<file path="src/rtl/ov7670_fb_writer_if.sv">
// Pixel stream from the OV7670 capture block into the framebuffer writer.
// The capture side drives through master; the writer samples through slave.
interface ov7670_fb_writer_if;
    logic        in_valid;
    logic [15:0] in_data;
    logic        in_sof;
    logic        in_eol;

    modport master (
        output in_valid,
        output in_data,
        output in_sof,
        output in_eol
    );

    modport slave (
        input in_valid,
        input in_data,
        input in_sof,
        input in_eol
    );
endinterface

</file>
<file path="src/rtl/ov7670_fb_writer.sv">
// RGB565 capture stream -> decimated RGB332 framebuffer writes (pclk_12 domain).
// Define OV7670_FB_WRITER_ROUND_EN for round-to-nearest colour conversion.
module ov7670_fb_writer #(
    parameter int SRC_W = 640,
    parameter int SRC_H = 480,
    parameter int DEC   = 4,
    parameter int AW    = 15
) (
    input  logic                pclk_12,
    input  logic                reset_n,
    input  logic                enable,
    ov7670_fb_writer_if.slave   pix,
    output logic                wr_en,
    output logic [AW-1:0]       wr_addr,
    output logic [7:0]          wr_data,
    output logic                busy,
    output logic                frame_done
);
    localparam int XW = $clog2(SRC_W + 1);
    localparam int YW = $clog2(SRC_H + 1);
    localparam int OW = SRC_W / DEC;

    typedef enum logic [1:0] {IDLE, ARMED, ACTIVE} state_t;

    state_t state, state_d;

    logic [XW-1:0] src_x, cx;
    logic [YW-1:0] src_y, cy;
    logic [AW-1:0] line_base, out_x, base, ox;
    logic          sof_beat, beat, col_kept, row_kept, keep, eof;
    logic [7:0]    rgb;
    logic          unused_data;

    assign unused_data = ^pix.in_data;

    // A start-of-frame beat is treated as pixel (0,0) regardless of counters.
    assign sof_beat = pix.in_valid & pix.in_sof &
                      ((state == ACTIVE) | ((state == ARMED) & enable));
    assign beat     = pix.in_valid & ((state == ACTIVE) | sof_beat);

    assign cx   = sof_beat ? '0 : src_x;
    assign cy   = sof_beat ? '0 : src_y;
    assign base = sof_beat ? '0 : line_base;
    assign ox   = sof_beat ? '0 : out_x;

    assign col_kept = ((cx & XW'(DEC - 1)) == '0) & (cx < XW'(SRC_W));
    assign row_kept = ((cy & YW'(DEC - 1)) == '0) & (cy < YW'(SRC_H));
    assign keep     = beat & col_kept & row_kept;
    assign eof      = beat & pix.in_eol & (cy == YW'(SRC_H - 1));

`ifdef OV7670_FB_WRITER_ROUND_EN
    logic [3:0] r4, g4;
    logic [2:0] b3;

    // (v + half) >> k split into high bits plus the first dropped bit
    assign r4  = {1'b0, pix.in_data[15:13]} + {3'b0, pix.in_data[12]};
    assign g4  = {1'b0, pix.in_data[10:8]} + {3'b0, pix.in_data[7]};
    assign b3  = {1'b0, pix.in_data[4:3]} + {2'b0, pix.in_data[2]};
    assign rgb = {r4[3] ? 3'd7 : r4[2:0],
                  g4[3] ? 3'd7 : g4[2:0],
                  b3[2] ? 2'd3 : b3[1:0]};
`else
    assign rgb = {pix.in_data[15:13], pix.in_data[10:8], pix.in_data[4:3]};
`endif

    always_comb begin
        state_d = state;
        unique case (state)
            IDLE:    if (enable) state_d = ARMED;
            ARMED: begin
                if (!enable)       state_d = IDLE;
                else if (sof_beat) state_d = ACTIVE;
            end
            ACTIVE:  if (eof && !sof_beat) state_d = enable ? ARMED : IDLE;
            default: state_d = IDLE;
        endcase
    end

    always_ff @(posedge pclk_12 or negedge reset_n) begin
        if (!reset_n) state <= IDLE;
        else          state <= state_d;
    end

    always_ff @(posedge pclk_12 or negedge reset_n) begin
        if (!reset_n) begin
            src_x      <= '0;
            src_y      <= '0;
            line_base  <= '0;
            out_x      <= '0;
            wr_en      <= 1'b0;
            wr_addr    <= '0;
            wr_data    <= '0;
            busy       <= 1'b0;
            frame_done <= 1'b0;
        end else begin
            wr_en      <= keep;
            busy       <= (state_d == ACTIVE);
            frame_done <= eof & ~sof_beat;
            if (keep) begin
                wr_addr <= base + ox;
                wr_data <= rgb;
            end
            if (beat) begin
                if (pix.in_eol) begin
                    src_x     <= '0;
                    out_x     <= '0;
                    src_y     <= cy + YW'(1);
                    line_base <= row_kept ? base + AW'(OW) : base;
                end else begin
                    src_x     <= (cx == XW'(SRC_W)) ? cx : cx + XW'(1);
                    out_x     <= keep ? ox + AW'(1) : ox;
                    src_y     <= cy;
                    line_base <= base;
                end
            end
        end
    end
endmodule

</file>
<file path="src/flat_wrapper.sv">
// flat-port wrapper written by rule: the top's interface ports become plain ports
module ov7670_fb_writer_flat 
#(
    parameter int SRC_W = 640,
    parameter int SRC_H = 480,
    parameter int DEC   = 4,
    parameter int AW    = 15
)
  (pclk_12, reset_n, enable, wr_en, wr_addr, wr_data, busy, frame_done, pix_in_valid, pix_in_data, pix_in_sof, pix_in_eol);
  ov7670_fb_writer_if pix_i ();
  input  logic pclk_12;
  input  logic reset_n;
  input  logic enable;
  output logic wr_en;
  output logic [AW-1:0] wr_addr;
  output logic [7:0] wr_data;
  output logic busy;
  output logic frame_done;
  input wire logic [$bits(pix_i.in_valid)-1:0] pix_in_valid;
  input wire logic [$bits(pix_i.in_data)-1:0] pix_in_data;
  input wire logic [$bits(pix_i.in_sof)-1:0] pix_in_sof;
  input wire logic [$bits(pix_i.in_eol)-1:0] pix_in_eol;
  assign pix_i.in_valid = pix_in_valid;
  assign pix_i.in_data = pix_in_data;
  assign pix_i.in_sof = pix_in_sof;
  assign pix_i.in_eol = pix_in_eol;
  ov7670_fb_writer #(.SRC_W(SRC_W), .SRC_H(SRC_H), .DEC(DEC), .AW(AW)) u_core (.pclk_12(pclk_12), .reset_n(reset_n), .enable(enable), .pix(pix_i), .wr_en(wr_en), .wr_addr(wr_addr), .wr_data(wr_data), .busy(busy), .frame_done(frame_done));
endmodule
</file>
<file path="config.mk">
export PLATFORM = sky130hd
export DESIGN_NAME = ov7670_fb_writer_flat
export DESIGN_NICKNAME = d
export VERILOG_FILES = /design/src/rtl/ov7670_fb_writer_if.sv /design/src/rtl/ov7670_fb_writer.sv /design/src/flat_wrapper.sv
export SDC_FILE = /design/constraint.sdc
export NUM_CORES = 1
export LEC_CHECK = 0
export ABC_AREA = 0
export CAP_MARGIN = 20
export CORE_UTILIZATION = 45
export DETAILED_ROUTE_END_ITERATION = 12
export GPL_TIMING_DRIVEN = 0
export PLACE_DENSITY_LB_ADDON = 0.3
export RECOVER_POWER = 100
export SYNTH_ARGS = -nofsm -noshare
export SYNTH_HDL_FRONTEND = slang
export SYNTH_SLANG_ARGS = --single-unit
</file>
<file path="constraint.sdc">
create_clock -name pclk_12 -period 3.27 [get_ports pclk_12]
set_input_delay 0.981 -clock pclk_12 [delete_from_list [all_inputs] [get_ports pclk_12]]
set_output_delay 0.981 -clock pclk_12 [all_outputs]
set_load 0.02 [all_outputs]
</file>
# Word-level counts from Yosys, hierarchy flattened
# Index checks and enable logic that the tools add are counted.
[classes]
n_addsub = 5
mul = 0
n_div = 0
n_lt_le_gt_ge = 2
eq_ne = 5
n_shift = 0
n_mux = 17
bitwise_logic = 14
reduce_logical = 5
[ops]
columns = ["op", "n"]
rows = [
  ["$mux W15", 6],
  ["$mux W10", 3],
  ["$mux W9", 2],
  ["$add A15 B1 Y15 const B", 1],
  ["$add A15 B15 Y15", 1],
  ["$add A15 B8 Y15 const B", 1],
  ["$and A1 B1 Y1", 11],
  ["$add A10 B1 Y10 const B", 1],
  ["$eq A10 B10 Y1 const B", 1],
  ["$logic_not A10 Y1", 1],
  ["$lt A10 B10 Y1 const B", 1],
  ["$add A9 B1 Y9 const B", 1],
  ["$eq A9 B9 Y1 const B", 1],
  ["$logic_not A9 Y1", 1],
  ["$lt A9 B9 Y1 const B", 1],
  ["$mux W2", 4],
  ["$pmux W2 S3", 1],
  ["$eq A2 B2 Y1 const B", 2],
  ["$eq A2 B1 Y1 const B", 1],
  ["$logic_not A2 Y1", 1],
  ["$or A1 B1 Y1", 2],
  ["$logic_and A1 B1 Y1", 1],
  ["$logic_not A1 Y1", 1],
  ["$mux W1", 1],
  ["$not A1 Y1", 1],
]
[totals]
reg_bits = 77
latchBits = 0
mem_bits_rw = 0
mem_bits_ro = 0
in_bits = 22
mem_count = 0

# Depth between registers and ports, before layout
# Gate-level depths: netlist (run 1).
[logic_depth]
ltp_word = 12
mapped_depth = 14
depth_no_buf = 11

# Worst setup path after synthesis (run 1)
# No wires, ideal clock.
[synth_path]
path_type = "input to register"
startpoint = "in pix_in_valid"
endpoint = "reg u_core.wr_addr[12]"
setup_time_ps = 134
arrival_time_ps = 3762
required_ps = 3136
path_slack_ps = -626
path_stages = 14
path_buffers = 3
cell_sequence = "clkbuf_1 nand2_1 a21o_2 buf_4 clkbuf_1 and2_1 ha_1 fa_1 a211o_1 o211ai_1 a22oi_1 a221oi_1 xor2_1 o21ai_0"
[synth_rtl]
columns = ["element", "line_no", "source"]
rows = [
  ["start: declaration", "flat_wrapper.sv:19", "input wire logic [$bits(pix_i.in_valid)-1:0] pix_in_valid;"],
  ["$and A1 B1 Y1 (2 in series)", "ov7670_fb_writer.sv:37", "assign sof_beat = pix.in_valid & pix.in_sof &"],
  ["$mux W15", "ov7670_fb_writer.sv:43", "assign base = sof_beat ? '0 : line_base;"],
  ["named net u_core.base[0]", "ov7670_fb_writer.sv:29", "logic [AW-1:0] line_base, out_x, base, ox;"],
  ["$add A15 B15 Y15", "ov7670_fb_writer.sv:100", "wr_addr <= base + ox;"],
  ["end signal: assignment", "ov7670_fb_writer.sv:100", ""],
  ["end: declaration", "ov7670_fb_writer.sv:14", "output logic [AW-1:0] wr_addr,"],
]
# The timed path passes the listed nets, and every way through them passes these cells.
# A chain may end at the register's enable or synchronous reset.

# Worst setup path in the final report (run 1)
[layout_path]
startpoint = "in enable"
endpoint = "reg u_core.wr_addr[14]"
[layout_between]
elab_chain_len = 8
[layout_rtl]
columns = ["element", "line_no", "source"]
rows = [
  ["start: declaration", "flat_wrapper.sv:13", "input logic enable;"],
  ["$and A1 B1 Y1 (*)", "ov7670_fb_writer.sv:38", "((state == ACTIVE) | ((state == ARMED) & enable));"],
  ["$or A1 B1 Y1 (*)", "ov7670_fb_writer.sv:38", ""],
  ["$and A1 B1 Y1 (*)", "ov7670_fb_writer.sv:37", ""],
  ["$mux W10", "ov7670_fb_writer.sv:41", "assign cx = sof_beat ? '0 : src_x;"],
  ["$lt A10 B10 Y1 or $logic_not A10 Y1 (tied branches)", "ov7670_fb_writer.sv:46", "assign col_kept = ((cx & XW'(DEC - 1)) == '0) & (cx < XW'(SRC_W));"],
  ["$and A1 B1 Y1", "ov7670_fb_writer.sv:46", ""],
  ["$and A1 B1 Y1 (2 in series)", "ov7670_fb_writer.sv:48", "assign keep = beat & col_kept & row_kept;"],
]
# Every way passes the cells marked *; elsewhere a longest branch is shown, timed or not.

==> reports/summary.txt, run 1 <==
total grt overflow: 0
Max Root-Sink Buffers: 2
vias in the first global route: 3837
post-synthesis cell count: 507
area of the multi-input gates: 2520 µm²
Int Power: 1.90 mW
status: complete, no violations
FF/Latch Area: 1930 µm²
drt wl/cell: 15.1 µm
post-synthesis register bit count: 77
DRC Markers: 0
DRT antenna net count: 0
TNS Setup: 0 ns
Worst setup EP type: register
combinational share of power: 28.5%
number of synthesized flops with an enable pin: 0
crit share post-route: 97.2%
first-pass GRT wire length: 17.9 mm
fin cells: 713
Met2 Wirelength: 5.19 mm
CTS Hold Buffers Added: 0
Layout Skew: 0.00650 ns
HP Class: register to register
PnR worst setup slack: 0.0906 ns
FMAX: 0.315 GHz
Mapped Area: 4500 µm²
DIE WIDTH: 102 µm
maxcap violations: 0
Sequential Power Share: 41.9%
sw power: 933 µW
CTS tree: built
Highest Signal Layer: met4
I/O Buffers: 38
critical setup path kind: input pin to register
Starting Density: 46.3%
final net count: 618
number of library cell types mapped by synthesis: 65
Area growth syn-to-layout: 23.7%
Relative slew margins: 0.601%
power per cell area: 509 nW/µm²
sw frac: 32.9%
pre-CTS setup slack: -1.23 ns
clock power share: 29.6%
Peak supply drop: 0.292 mV
slowest CP cell: a221o_1
final WL: 10.8 mm
Pleak: 2.52 nW
most frequent CP cell: buf_8
RSZ-0062 raised after global routing: true
Synth async-reset ratio: 100%
worst-margin pin slew: 1.49 ns
# setup viols final: 0
Fin. Hold Viols: 0
Worst Path Arrival: 3.43 ns
Worst Path Required: 3.52 ns
Post-Place Cells: 679
wire length on met1: 4.79 mm
most common flop cell mapped by yosys: dfrtp_1
GR Util All Layers: 22.2%
routability cong.: 0.830
TritonCTS Buffers: 9
DRT iter0 DRCs: 256
max-slew violation count: 0
met3 WL post-DR: 571 µm
Mean Syn Cell Area: 8.88 µm²
hold_ws: 0.481 ns
Vias/cell: 5.64
Diodes inserted: 0
site row count: 36
Critical Path Max Stage Delay: 0.38 ns
Setup crit start kind: input pin
Die Span Y: 102 µm
Top Ports: 48
CTS clk-pin slew, worst paths: 0.09 ns
total clock sinks: 77
worst path cell trace: buf_8 -> nand3b_1 -> a21o_4 -> buf_8 -> and2_4 -> ha_4 -> fa_2 -> a211o_1 -> o211ai_1 -> a22oi_2 -> a221o_1 -> xnor2_1 -> o21ai_1
fill cell count: 904
vias: 4018
Detailed Place HPWL: 7.55 mm
CTS Root Cell: clkbuf_8
Ys Warns: 0
die area: 10400 µm²
post-synthesis sequential area ratio: 42.8%
worst skew pair latency: 0.36 ns
Bufs and invs on worst path: 2
core outline area: 9730 µm²
largest net degree at the start of global routing: 61
share of layout cells above drive strength 1: 13.6%
Crit path max-delay family: compound AO/OA/AOI/OAI gates
min Tclk post-route: 3.18 ns
htree depth: 3
CP Max Fanout: 5
TritonRoute pass-1 iters: 5
Post-Syn Nets: 550
initial antenna violation count: 0
==> sequential cells by signal, indices dropped and copies added, names as in the netlist <==
| signal | count |
|---|---|
| u_core.busy | 1 |
| u_core.out_x | 15 |
| u_core.src_y | 9 |
| u_core.wr_addr | 15 |
| u_core.line_base | 15 |
| u_core.src_x | 10 |
| u_core.wr_en | 1 |
| u_core.wr_data | 8 |
| u_core.state | 2 |
| u_core.frame_done | 1 |
==> synth_stat cells (all sizes together) (3+ instances only) <==
master	number	area share (%)
nand2	90	7.5
and2	30	4.2
a31oi	10	1.4
a211o	3	0.58
nor4	7	1.4
and3	6	0.89
clkbuf	11	0.92
buf	6	0.72
nand3	24	2.8
a21oi	17	2.1
o21bai	3	0.50
mux2i	3	0.67
dfrtp	77	43
or3	4	0.67
o211ai	3	0.50
nand2b	6	0.89
o21ai	49	5.5
inv	20	1.7
xor2	10	1.9
a21o	8	1.4
ha	20	5.6
o21a	5	0.83
nor2	23	2.0
nand4	9	1.3
xnor2	15	2.9
o31ai	6	1.0
nor3	8	0.89
==> cells by family (layout without fill, tap and decap cells) <==
family,Yosys count,after routing,share of synthesized area [%]
AO/OA/AOI/OAI,125,125,17.8
XOR/XNOR,25,25,4.86
adder cells (fa/ha/maj),21,21,6.00
buffers and inverters,37,110,3.31
flip-flops,77,77,42.8
multiplexers,3,3,0.667
AND/OR/NAND/NOR,219,219,24.6
==> layer usage <==
| layer | track usage [%] | vias to the layer above |
|---|---|---|
| li1 | - | 1952 |
| met1 | 28.0 | 1924 |
| met2 | 37.2 | 123 |
| met3 | 4.79 | 19 |
| met4 | 9.01 | 0 |
| met5 | 0 | - |
==> worst min-delay path, cell delays in order, from the launching register on <==
cell and delay, ns:
dfrtp_1 0.35, nand2_1 0.05, nand2_1 0.06
==> placed cells by master, fill, tap and decap left out, drive strengths merged, types with 4 or more instances in the layout <==
cell type      count
a31oi             10
nand2             90
nand3             24
o21a               5
clkdlybuf4s50     35
buf               26
and2              30
nor2              23
o31ai              6
and3               6
clkbuf            23
xnor2             15
xor2              10
a21o               8
a21oi             17
nor4               7
nand4              9
ha                20
or3                4
inv               22
nor3               8
nand2b             6
o21ai             49
dfrtp             77
==> power groups by stage <==
| stage | combinational (mW) | sequential, mW | clock [mW] |
|---|---|---|---|
| after global routing | 0.899 | 1.20 | 0.893 |
| after CTS | 0.786 | 1.19 | 0.861 |
| after floorplan | 0.388 | 1.28 | 0 |
| after global placement | 0.755 | 1.20 | 0 |
| after detailed placement | 0.771 | 1.21 | 0 |
| final | 0.809 | 1.19 | 0.838 |
==> stage by stage <==
step	total power, mW	cell area [µm²]	utilization [%]
after CTS	2.83	5440	55.9
after global placement	1.95	5120	52.6
after floorplan	1.67	4570	-
after global routing	3.00	5570	57.3
after detailed placement	1.98	5140	52.8
final	2.83	5570	57.3
==> final cells by class <==
cell class	count	area share, %
Buffer	16	1.89
Tap cell	133	2.99
Timing Repair Buffer	58	9.73
Inverter	20	1.35
Clock inverter	6	1.66
Multi-Input combinational cell	393	45.3
Sequential cell	77	34.6
Clock buffer	10	2.47
==> path summary, 6_finish.rpt <==
kind / depth (start not counted) / to / start / slack, ns
min: 2 / u_core.wr_data[5] / u_core.wr_data[5] / 0.48
max in group asynchronous: 2 / u_core.out_x[13] / reset_n / 0.58
max: 13 / u_core.wr_addr[14] / enable / 0.09
min in group asynchronous: 1 / u_core.wr_data[4] / reset_n / 0.72
min reg2reg: 2 / u_core.wr_data[5] / u_core.wr_data[5] / 0.48
max reg2reg: 12 / u_core.wr_addr[14] / u_core.state[0] / 0.16
==> what timing repair did <==
item,CTS,global route
gates cloned,0,1
pin swaps,6,10
gates resized for setup,21,16
endpoints found under the hold margin,0,0
setup endpoints to repair,42,28
setup buffers,7,11
No activity file was read; power rests on OpenSTA's default activity.
==> run 2, diff against run 1 <==
CORE_ASPECT_RATIO = 2   (was unset)
CTS_CLUSTER_DIAMETER = 150   (was unset)
REMOVE_ABC_BUFFERS = 1   (was unset)
==> reports/summary.txt, run 2 (synthesis gave the netlist of run 1 again) <==
status: complete, but fails checks
violated checks: max-capacitance violations, max-slew violations
biggest regs: u_core.line_base: 15 flops, u_core.out_x: 15 flops, u_core.wr_addr: 15 flops
Top Ports: 48
initial antenna violation count: 0
total clock sinks: 77
drt wl/cell: 16.4 µm
htree depth: 3
sw power: 953 µW
most frequent CP cell: buf_4
critical setup path kind: input pin to register
pre-CTS setup slack: -1.41 ns
vias in the first global route: 3971
PnR worst setup slack: 0.0878 ns
Die Span Y: 143 µm
final net count: 599
Worst Path Required: 3.48 ns
I/O Buffers: 39
slowest CP cell: fa_2
Starting Density: 46.4%
commonest cells after routing, fill and taps aside: nand2_1 (89), dfrtp_1 (77), o21ai_0 (44), dlygate4sd3_1 (26), nand3_1 (24)
core outline area: 9700 µm²
Worst Path Arrival: 3.39 ns
Worst setup EP type: register
# setup viols final: 0
final WL: 11.3 mm
DRC Markers: 0
Setup crit start kind: input pin
first-pass GRT wire length: 18.7 mm
Sequential Power Share: 38.6%
CTS clk-pin slew, worst paths: 0.06 ns
CTS Hold Buffers Added: 0
vias: 3988
Vias/cell: 5.75
worst skew pair latency: 0.34 ns
TritonRoute pass-1 iters: 5
commonest non-fill, non-tap cell in the layout: nand2_1
CP Max Fanout: 7
sw frac: 31.0%
Max Root-Sink Buffers: 2
Relative slew margins: -14.8%
clock power share: 35.7%
DRT iter0 DRCs: 188
fill cell count: 875
worst-margin pin slew: 1.72 ns
site row count: 51
HP Class: register to register
share of layout cells above drive strength 1: 11.6%
largest net degree at the start of global routing: 68
RSZ-0062 raised after global routing: false
Int Power: 2.12 mW
Fin. Hold Viols: 0
Pleak: 2.55 nW
max-slew violation count: 68
maxcap violations: 1
crit share post-route: 97.3%
Critical Path Max Stage Delay: 0.41 ns
total grt overflow: 0
power per cell area: 556 nW/µm²
CTS tree: built
Bufs and invs on worst path: 2
die area: 10400 µm²
Layout Skew: 0.0103 ns
Detailed Place HPWL: 7.30 mm
combinational share of power: 25.7%
min Tclk post-route: 3.18 ns
Peak supply drop: 0.410 mV
TNS Setup: 0 ns
Crit path max-delay family: compound AO/OA/AOI/OAI gates
FMAX: 0.314 GHz
DRT antenna net count: 0
worst path cell trace: buf_4 -> nand3b_1 -> a21o_4 -> buf_4 -> and2_4 -> fa_2 -> a211o_1 -> o211ai_1 -> a22oi_2 -> a221o_1 -> xnor2_1 -> o21ai_1
routability cong.: 0.848
CTS Root Cell: clkbuf_16
TritonCTS Buffers: 9
Area growth syn-to-layout: 22.8%
DIE WIDTH: 72.7 µm
Diodes inserted: 0
GR Util All Layers: 23.3%
## run 2: stage by stage
stage	hold slack [ns]	area (µm²)	total power, mW	util (%)	cells
2_1_floorplan	0.444	4430	1.66	-	490
3_3_place_gp	0.458	4980	1.95	51.4	661
3_5_place_dp	0.461	5040	1.98	52.0	663
4_1_cts	0.474	5490	3.11	56.6	687
5_1_grt	0.485	5530	3.23	57.0	693
6_report	0.466	5530	3.08	57.0	693
## run 2: worst reg2reg max path: cells and delay by family, from the launching register on
kind                     cells  cell delay [ns]
XOR/XNOR                     1             0.16
AND/OR/NAND/NOR              2             0.51
buffers and inverters        1             0.16
adder cells (fa/ha/maj)      1             0.41
flip-flops                   1             0.44
AO/OA/AOI/OAI                6             1.32
## run 2: per-layer routing
| metal | up-vias | routed length (µm) | track usage [%] |
|---|---|---|---|
| met3 | 35 | 316 | 4.14 |
| li1 | 1904 | - | - |
| met4 | 0 | 468 | 14.1 |
| met5 | - | 0 | 0 |
| met1 | 1938 | 4390 | 24.1 |
| met2 | 111 | 6160 | 42.5 |
## run 2: power groups by stage
stage | Sequential [mW] | Clock [mW] | Combinational [mW]
after global routing | 1.21 | 1.16 | 0.867
after floorplan | 1.29 | 0 | 0.373
after detailed placement | 1.21 | 0 | 0.772
after global placement | 1.20 | 0 | 0.749
after CTS | 1.19 | 1.11 | 0.802
final | 1.19 | 1.10 | 0.790
## run 2: final timing paths
path	startpoint	to	slack, ns	depth (start not counted)
worst max-delay path	enable	u_core.wr_addr[14]	0.09	12
worst min-delay path	u_core.wr_data[4]	u_core.wr_data[4]	0.47	2
worst max register to register	u_core.state[0]	u_core.wr_addr[14]	0.17	11
worst min register to register	u_core.wr_data[4]	u_core.wr_data[4]	0.47	2
max in group asynchronous	reset_n	u_core.line_base[6]	0.57	2
min in group asynchronous	reset_n	u_core.wr_data[5]	0.61	1
## run 2: cell type report
class                           count  area [µm²]  share of cell area [%]
Multi-Input combinational cell    395        2550                    46.1
Sequential cell                    77        1930                    34.8
Timing Repair Buffer               53         482                    8.71
Clock buffer                       13         260                    4.70
Tap cell                          132         165                    2.99
Inverter                           20        80.1                    1.45
Clock inverter                      3        67.6                    1.22
## run 2: repair_timing
item                       in CTS  in global routing
gates resized for setup        33                 14
setup endpoints to repair      55                 12
pin swaps                       9                 12
gates cloned                    2                  0
buffers inserted                6                  5
==> variant 1: new RTL, flow settings as in run 1 <==
Register the input `enable` before use. The logic sees it one clock later. The other inputs are not delayed to match.
--- a/src/rtl/ov7670_fb_writer.sv
+++ b/src/rtl/ov7670_fb_writer.sv
@@ -22,6 +22,12 @@
 
     typedef enum logic [1:0] {IDLE, ARMED, ACTIVE} state_t;
 
+    logic enable_q;
+
+    always_ff @(posedge pclk_12) begin
+        enable_q <= enable;
+    end
+
     state_t state, state_d;
 
     logic [XW-1:0] src_x, cx;
@@ -35,7 +41,7 @@
 
     // A start-of-frame beat is treated as pixel (0,0) regardless of counters.
     assign sof_beat = pix.in_valid & pix.in_sof &
-                      ((state == ACTIVE) | ((state == ARMED) & enable));
+                      ((state == ACTIVE) | ((state == ARMED) & enable_q));
     assign beat     = pix.in_valid & ((state == ACTIVE) | sof_beat);
 
     assign cx   = sof_beat ? '0 : src_x;
@@ -66,12 +72,12 @@
     always_comb begin
         state_d = state;
         unique case (state)
-            IDLE:    if (enable) state_d = ARMED;
+            IDLE:    if (enable_q) state_d = ARMED;
             ARMED: begin
-                if (!enable)       state_d = IDLE;
+                if (!enable_q)       state_d = IDLE;
                 else if (sof_beat) state_d = ACTIVE;
             end
-            ACTIVE:  if (eof && !sof_beat) state_d = enable ? ARMED : IDLE;
+            ACTIVE:  if (eof && !sof_beat) state_d = enable_q ? ARMED : IDLE;
             default: state_d = IDLE;
         endcase
     end
Check against the original RTL: not equivalent (Yosys sat finds a counterexample within 4 cycles, from zero or initial values and one cycle with reset_n low).
==> variant 1 against run 1 <==
- the run now ends with max-capacitance violations, max-slew violations left
- register-to-register slack lost 0.04 ns
- largest power group unchanged
- area after synthesis shrank 0.28%
- worst hold slack lost 0.0035 ns
- via count shrank 4.3%
- critical path type unchanged
- cell count shrank 1.8%
- sequential cell count grew 1
- sequential share of layout area grew 1.4 points
- routed wire length shrank 1.5%
- design area shrank 2.9%
- worst setup slack lost 0.018 ns
- synthesized cell count grew 0.20%
- power shrank 5.9%
==> variant 1: results (changes against run 1) <==
Placement
  • Placement-stage worst setup slack: -1.18 ns (+0.0479 ns)
  • Detail Placement HPWL: 7.62 mm (+0.96%)
  • DP Cell Count: 680 (+0.15%)
  • Placer congestion estimate: 0.914 (+10%)

Pwr
  • Leakage: 2.42 nW (-4.0%)
  • Peak supply drop: 0.243 mV (-17%)

Final layout
  • # fillers: 881 (-2.5%)
  • Fraction of final layout cells sized beyond drive strength 1: 0.0935 (-0.0427)

Status
  • Violations in the final reports: max-capacitance violations, max-slew violations
  • Run status: finished, violations left

Synth
  • Count of unique library cells instantiated by Yosys: 63 (-3.1%)
  • Post-Synthesis Cells: 508 (+0.20%)
  • Net count after synthesis: 551 (+0.18%)
  • Largest cells by area after synthesis: dfrtp_1 43%, nand2_1 8.6%, ha_1 5.6%
  • Synth cell count leaders: 103 x nand2_1, 77 x dfrtp_1, 43 x o21ai_0, 36 x nor2_1, 31 x and2_1

Worst hold path
  • Destination of the worst hold path: u_core.wr_addr[1]
  • Min-delay src: u_core.wr_addr[1]

Flow run
  • Number of maximum-capacitance violations: 1 (+1)

Global routing
  • Vias in the first global route: 3722 (-3.0%)
  • Maximum number of pins on one net before global-route repair: 45 (-26%)
  • GRT Total Usage: 0.219 (-0.00351)

Setup path
  • Slowest stage delay, CP: 0.36 ns (-0.02 ns)

Timing
  • Max Slew Vio Count: 34 (+34)

Route
  • Drt via density: 5.49 (-2.5%)
  • Vias: 3845 (-4.3%)
[variant 1: layout make-up]
| type | instances | area [um2] | area share |
|---|---|---|---|
| Multi-Input combinational cell | 398 | 2500 | 0.463 |
| Sequential cell | 78 | 1950 | 0.360 |
| Timing Repair Buffer | 44 | 430 | 0.0796 |
| Tap cell | 133 | 166 | 0.0308 |
| Clock buffer | 9 | 124 | 0.0229 |
| Clock inverter | 7 | 95.1 | 0.0176 |
| Buffer | 17 | 86.3 | 0.0160 |
| Inverter | 14 | 52.6 | 0.00972 |
[variant 1: repair_timing]
item                                    CTS  global route
endpoints found under the setup margin   46            14
cloned                                    0             1
buffers inserted                          5             0
gates resized for setup                  13             5
endpoints found under the hold margin     0             0
pin swaps                                 4             2
[variant 1: how the worst max path moves through the flow]
| stage | startpoint | end | slack, ns | depth (start not counted) |
|---|---|---|---|---|
| 2_1_floorplan | pix_in_sof | u_core.wr_addr[14] | -0.06 | 14 |
| 3_3_place_gp | reset_n | u_core.src_y[6] | -1.52 | 1 |
| 3_5_place_dp | pix_in_valid | u_core.wr_addr[14] | -1.18 | 15 |
| 4_1_cts | pix_in_sof | u_core.wr_addr[10] | 0.09 | 13 |
| 5_1_grt | pix_in_sof | u_core.wr_addr[8] | -0.008 | 13 |
| 6_report | pix_in_sof | u_core.wr_addr[10] | 0.07 | 13 |
[variant 1: routing by layer]
layer  track usage  part of all wire
met3        0.0397             0.042
met5             0                 0
met4         0.125             0.029
met2         0.353              0.47
met1         0.278              0.46
[variant 1: stage by stage]
step                      utilization  TNS, ns  area (um2)
final                           0.556        0        5410
after global routing            0.556  -0.0116        5410
after CTS                       0.553        0        5380
after detailed placement        0.529   -43.98        5150
after global placement          0.528  -159.01        5130
after floorplan                     -  -0.0586        4590
[variant 1: power by group through the flow]
stage	Sequential, mW	Combinational [mW]	Clock (mW)
after floorplan	1.26	0.306	0
after global placement	1.17	0.675	0
after detailed placement	1.17	0.692	0
after CTS	1.16	0.691	0.832
after global routing	1.17	0.759	0.877
final	1.16	0.688	0.821
[variant 1: worst register-to-register path: stages (launching register included)]
cell	delay, ns
dfrtp_1	0.45
nand2b_1	0.18
buf_6	0.14
a21o_4	0.26
clkbuf_8	0.18
and2_4	0.14
ha_4	0.16
fa_2	0.35
a21oi_2	0.19
o211ai_1	0.22
o32ai_2	0.36
buf_4	0.17
xor2_1	0.13
o21ai_0	0.08
[variant 1: cells by family after synthesis]
family / synth area share
AO/OA/AOI/OAI: 0.161
XOR/XNOR: 0.0624
adder cells (fa/ha/maj): 0.0602
buffers and inverters: 0.0304
flip-flops: 0.434
multiplexers: 0.00223
AND/OR/NAND/NOR: 0.250
==> variant 2: new RTL, flow settings as in run 1 <==
Without the edit above. `SRC_H` is set to 480 in 2 places; all go to 240.
--- a/src/rtl/ov7670_fb_writer.sv
+++ b/src/rtl/ov7670_fb_writer.sv
@@ -2,7 +2,7 @@
 // Define OV7670_FB_WRITER_ROUND_EN for round-to-nearest colour conversion.
 module ov7670_fb_writer #(
     parameter int SRC_W = 640,
-    parameter int SRC_H = 480,
+    parameter int SRC_H = 240,
     parameter int DEC   = 4,
     parameter int AW    = 15
 ) (
--- a/src/flat_wrapper.sv
+++ b/src/flat_wrapper.sv
@@ -2,7 +2,7 @@
 module ov7670_fb_writer_flat 
 #(
     parameter int SRC_W = 640,
-    parameter int SRC_H = 480,
+    parameter int SRC_H = 240,
     parameter int DEC   = 4,
     parameter int AW    = 15
 )
Check against the original RTL: same outputs for any inputs over 10 cycles, from zero or initial values and one cycle with reset_n low; that may be too few to reach the edited logic, so the function may still have changed.
==> variant 2 against run 1 <==
- sequential cell count shrank 1
- critical path depth up 2
- design area increased by 1.2%
- routed wire length grew 0.83%
- area after synthesis increased by 1.6%
- power increased by 1.5%
- synthesized cell count decreased by 2.2%
- worst setup slack got worse by 0.016 ns
- critical path type unchanged
- critical endpoint is now u_core.wr_addr[8]
==> variant 2: results (changes against run 1) <==
Final layout
  • # fillers: 912 (+0.88%)
  • Layout net count: 604 (-2.3%)
  • Fraction of final layout cells sized beyond drive strength 1: 0.171 (+0.0352)
  • Final Instance Count excl. Fillers: 699 (-2.0%)

Global routing
  • Met3 capacity usage during global routing: 0.0475 (-0.000422)
  • Maximum number of pins on one net before global-route repair: 55 (-9.8%)
  • GRT met2 Usage: 0.364 (-0.00812)
  • Global routing usage on met1: 0.289 (+0.00886)

Timing
  • Highest achievable clock rate: 313 MHz (-0.52%)
  • Largest clock skew in the final design: 0.00803 ns (+0.00154 ns)
  • Worst slew margin relative to its limit: 0.157 (+0.151)
  • Worst-case hold slack: 0.480 ns (-0.00134 ns)

Worst hold path
  • Destination of the worst hold path: u_core.wr_data[3]
  • Min-delay src: u_core.wr_data[3]

Setup path
  • Critical-path cell with the highest stage delay: fa_2
  • R2R setup slack: 0.24 ns (+0.08 ns)
  • Crit path capture: u_core.wr_addr[8]
  • Cell count of the worst reg-to-reg path: 14 (+2)
  • Slowest stage delay, CP: 0.34 ns (-0.04 ns)

Placement
  • DP Cell Count: 667 (-1.8%)
  • Placer congestion estimate: 0.904 (+8.9%)
  • Port Buffer Count: 37 (-2.6%)
  • Placement-stage worst setup slack: -1.26 ns (-0.0320 ns)

Synth
  • Area share of the largest cell type after synthesis: 0.416 (-0.0123)
  • Fraction of the yosys area taken by sequential cells: 0.416 (-0.0123)
  • Largest cells by area after synthesis: dfrtp_1 42%, nand2_1 6.8%, ha_1 5.5%
  • Synth cell count leaders: 83 x nand2_1, 76 x dfrtp_1, 35 x o21ai_0, 30 x and2_1, 27 x nor2_1
  • Net count after synthesis: 539 (-2.0%)
  • Count of unique library cells instantiated by Yosys: 71 (+9.2%)

Pwr
  • Switching power as a share of total power: 0.350 (+0.0212)
  • Leakage: 2.62 nW (+4.0%)
  • Peak supply drop: 0.232 mV (-21%)

Route
  • Drt via density: 5.60 (-0.59%)
  • Total wire length: 10.8 mm (+0.83%)
  • Wire length on met3: 551 um (-3.5%)
  • DRC marker count from the first detailed-route iteration: 169 (-34%)
  • Wire length on met1: 4.93 mm (+2.9%)
  • Met2 Routed Length: 5.05 mm (-2.7%)

Status
  • Run status: complete, no violations
[variant 2: changes by cell type in the layout (fill, tap and decap cells not counted), moves of 5 or more]
cell and change:
o21ai_0 -10, xnor2_1 -5, xor2_1 +5, nand2_1 -8
buf_6 +5, nand3_1 -15, and3_1 +6
[variant 2: cell families (layout without fill, tap and decap cells)]
logic type,count (synthesis),in the layout,share of synthesized area
AND/OR/NAND/NOR,212,212,0.248
AO/OA/AOI/OAI,123,123,0.185
flip-flops,76,76,0.416
buffers and inverters,38,108,0.0429
XOR/XNOR,25,25,0.0479
adder cells (fa/ha/maj),21,21,0.0591
multiplexers,1,1,0.00219
[variant 2: worst register-to-register path, stage by stage, from the launching register on]
cell	delay [ns]
dfrtp_1	0.42
and2b_4	0.32
o211ai_4	0.12
buf_8	0.16
clkbuf_16	0.14
and2_4	0.14
ha_4	0.16
fa_2	0.34
a21o_1	0.21
a221oi_4	0.34
buf_4	0.18
nand2_2	0.05
a21oi_2	0.14
xnor2_1	0.13
o21ai_1	0.08
[variant 2: area by class of cell]
class                           instances  area, um2  area share
Buffer                                 22        201      0.0357
Clock buffer                            9        124      0.0220
Clock inverter                          7       76.3      0.0135
Inverter                               16       60.1      0.0107
Multi-Input combinational cell        382       2590       0.460
Sequential cell                        76       1900       0.337
Tap cell                              133        166      0.0295
Timing Repair Buffer                   54        512      0.0908
[variant 2: power groups by stage]
stage	Sequential [mW]	Combinational [mW]	Clock [mW]
final	1.19	0.952	0.735
after global routing	1.21	1.05	0.794
after CTS	1.19	0.920	0.754
after detailed placement	1.21	0.883	0
after global placement	1.20	0.854	0
after floorplan	1.29	0.461	0
[variant 2: what timing repair did]
item                                    4_1_cts  5_1_grt
buffers inserted                             10        6
pin swaps                                    10       10
endpoints found under the setup margin       46        7
hold buffers                                  0        0
resized for setup                            19       19
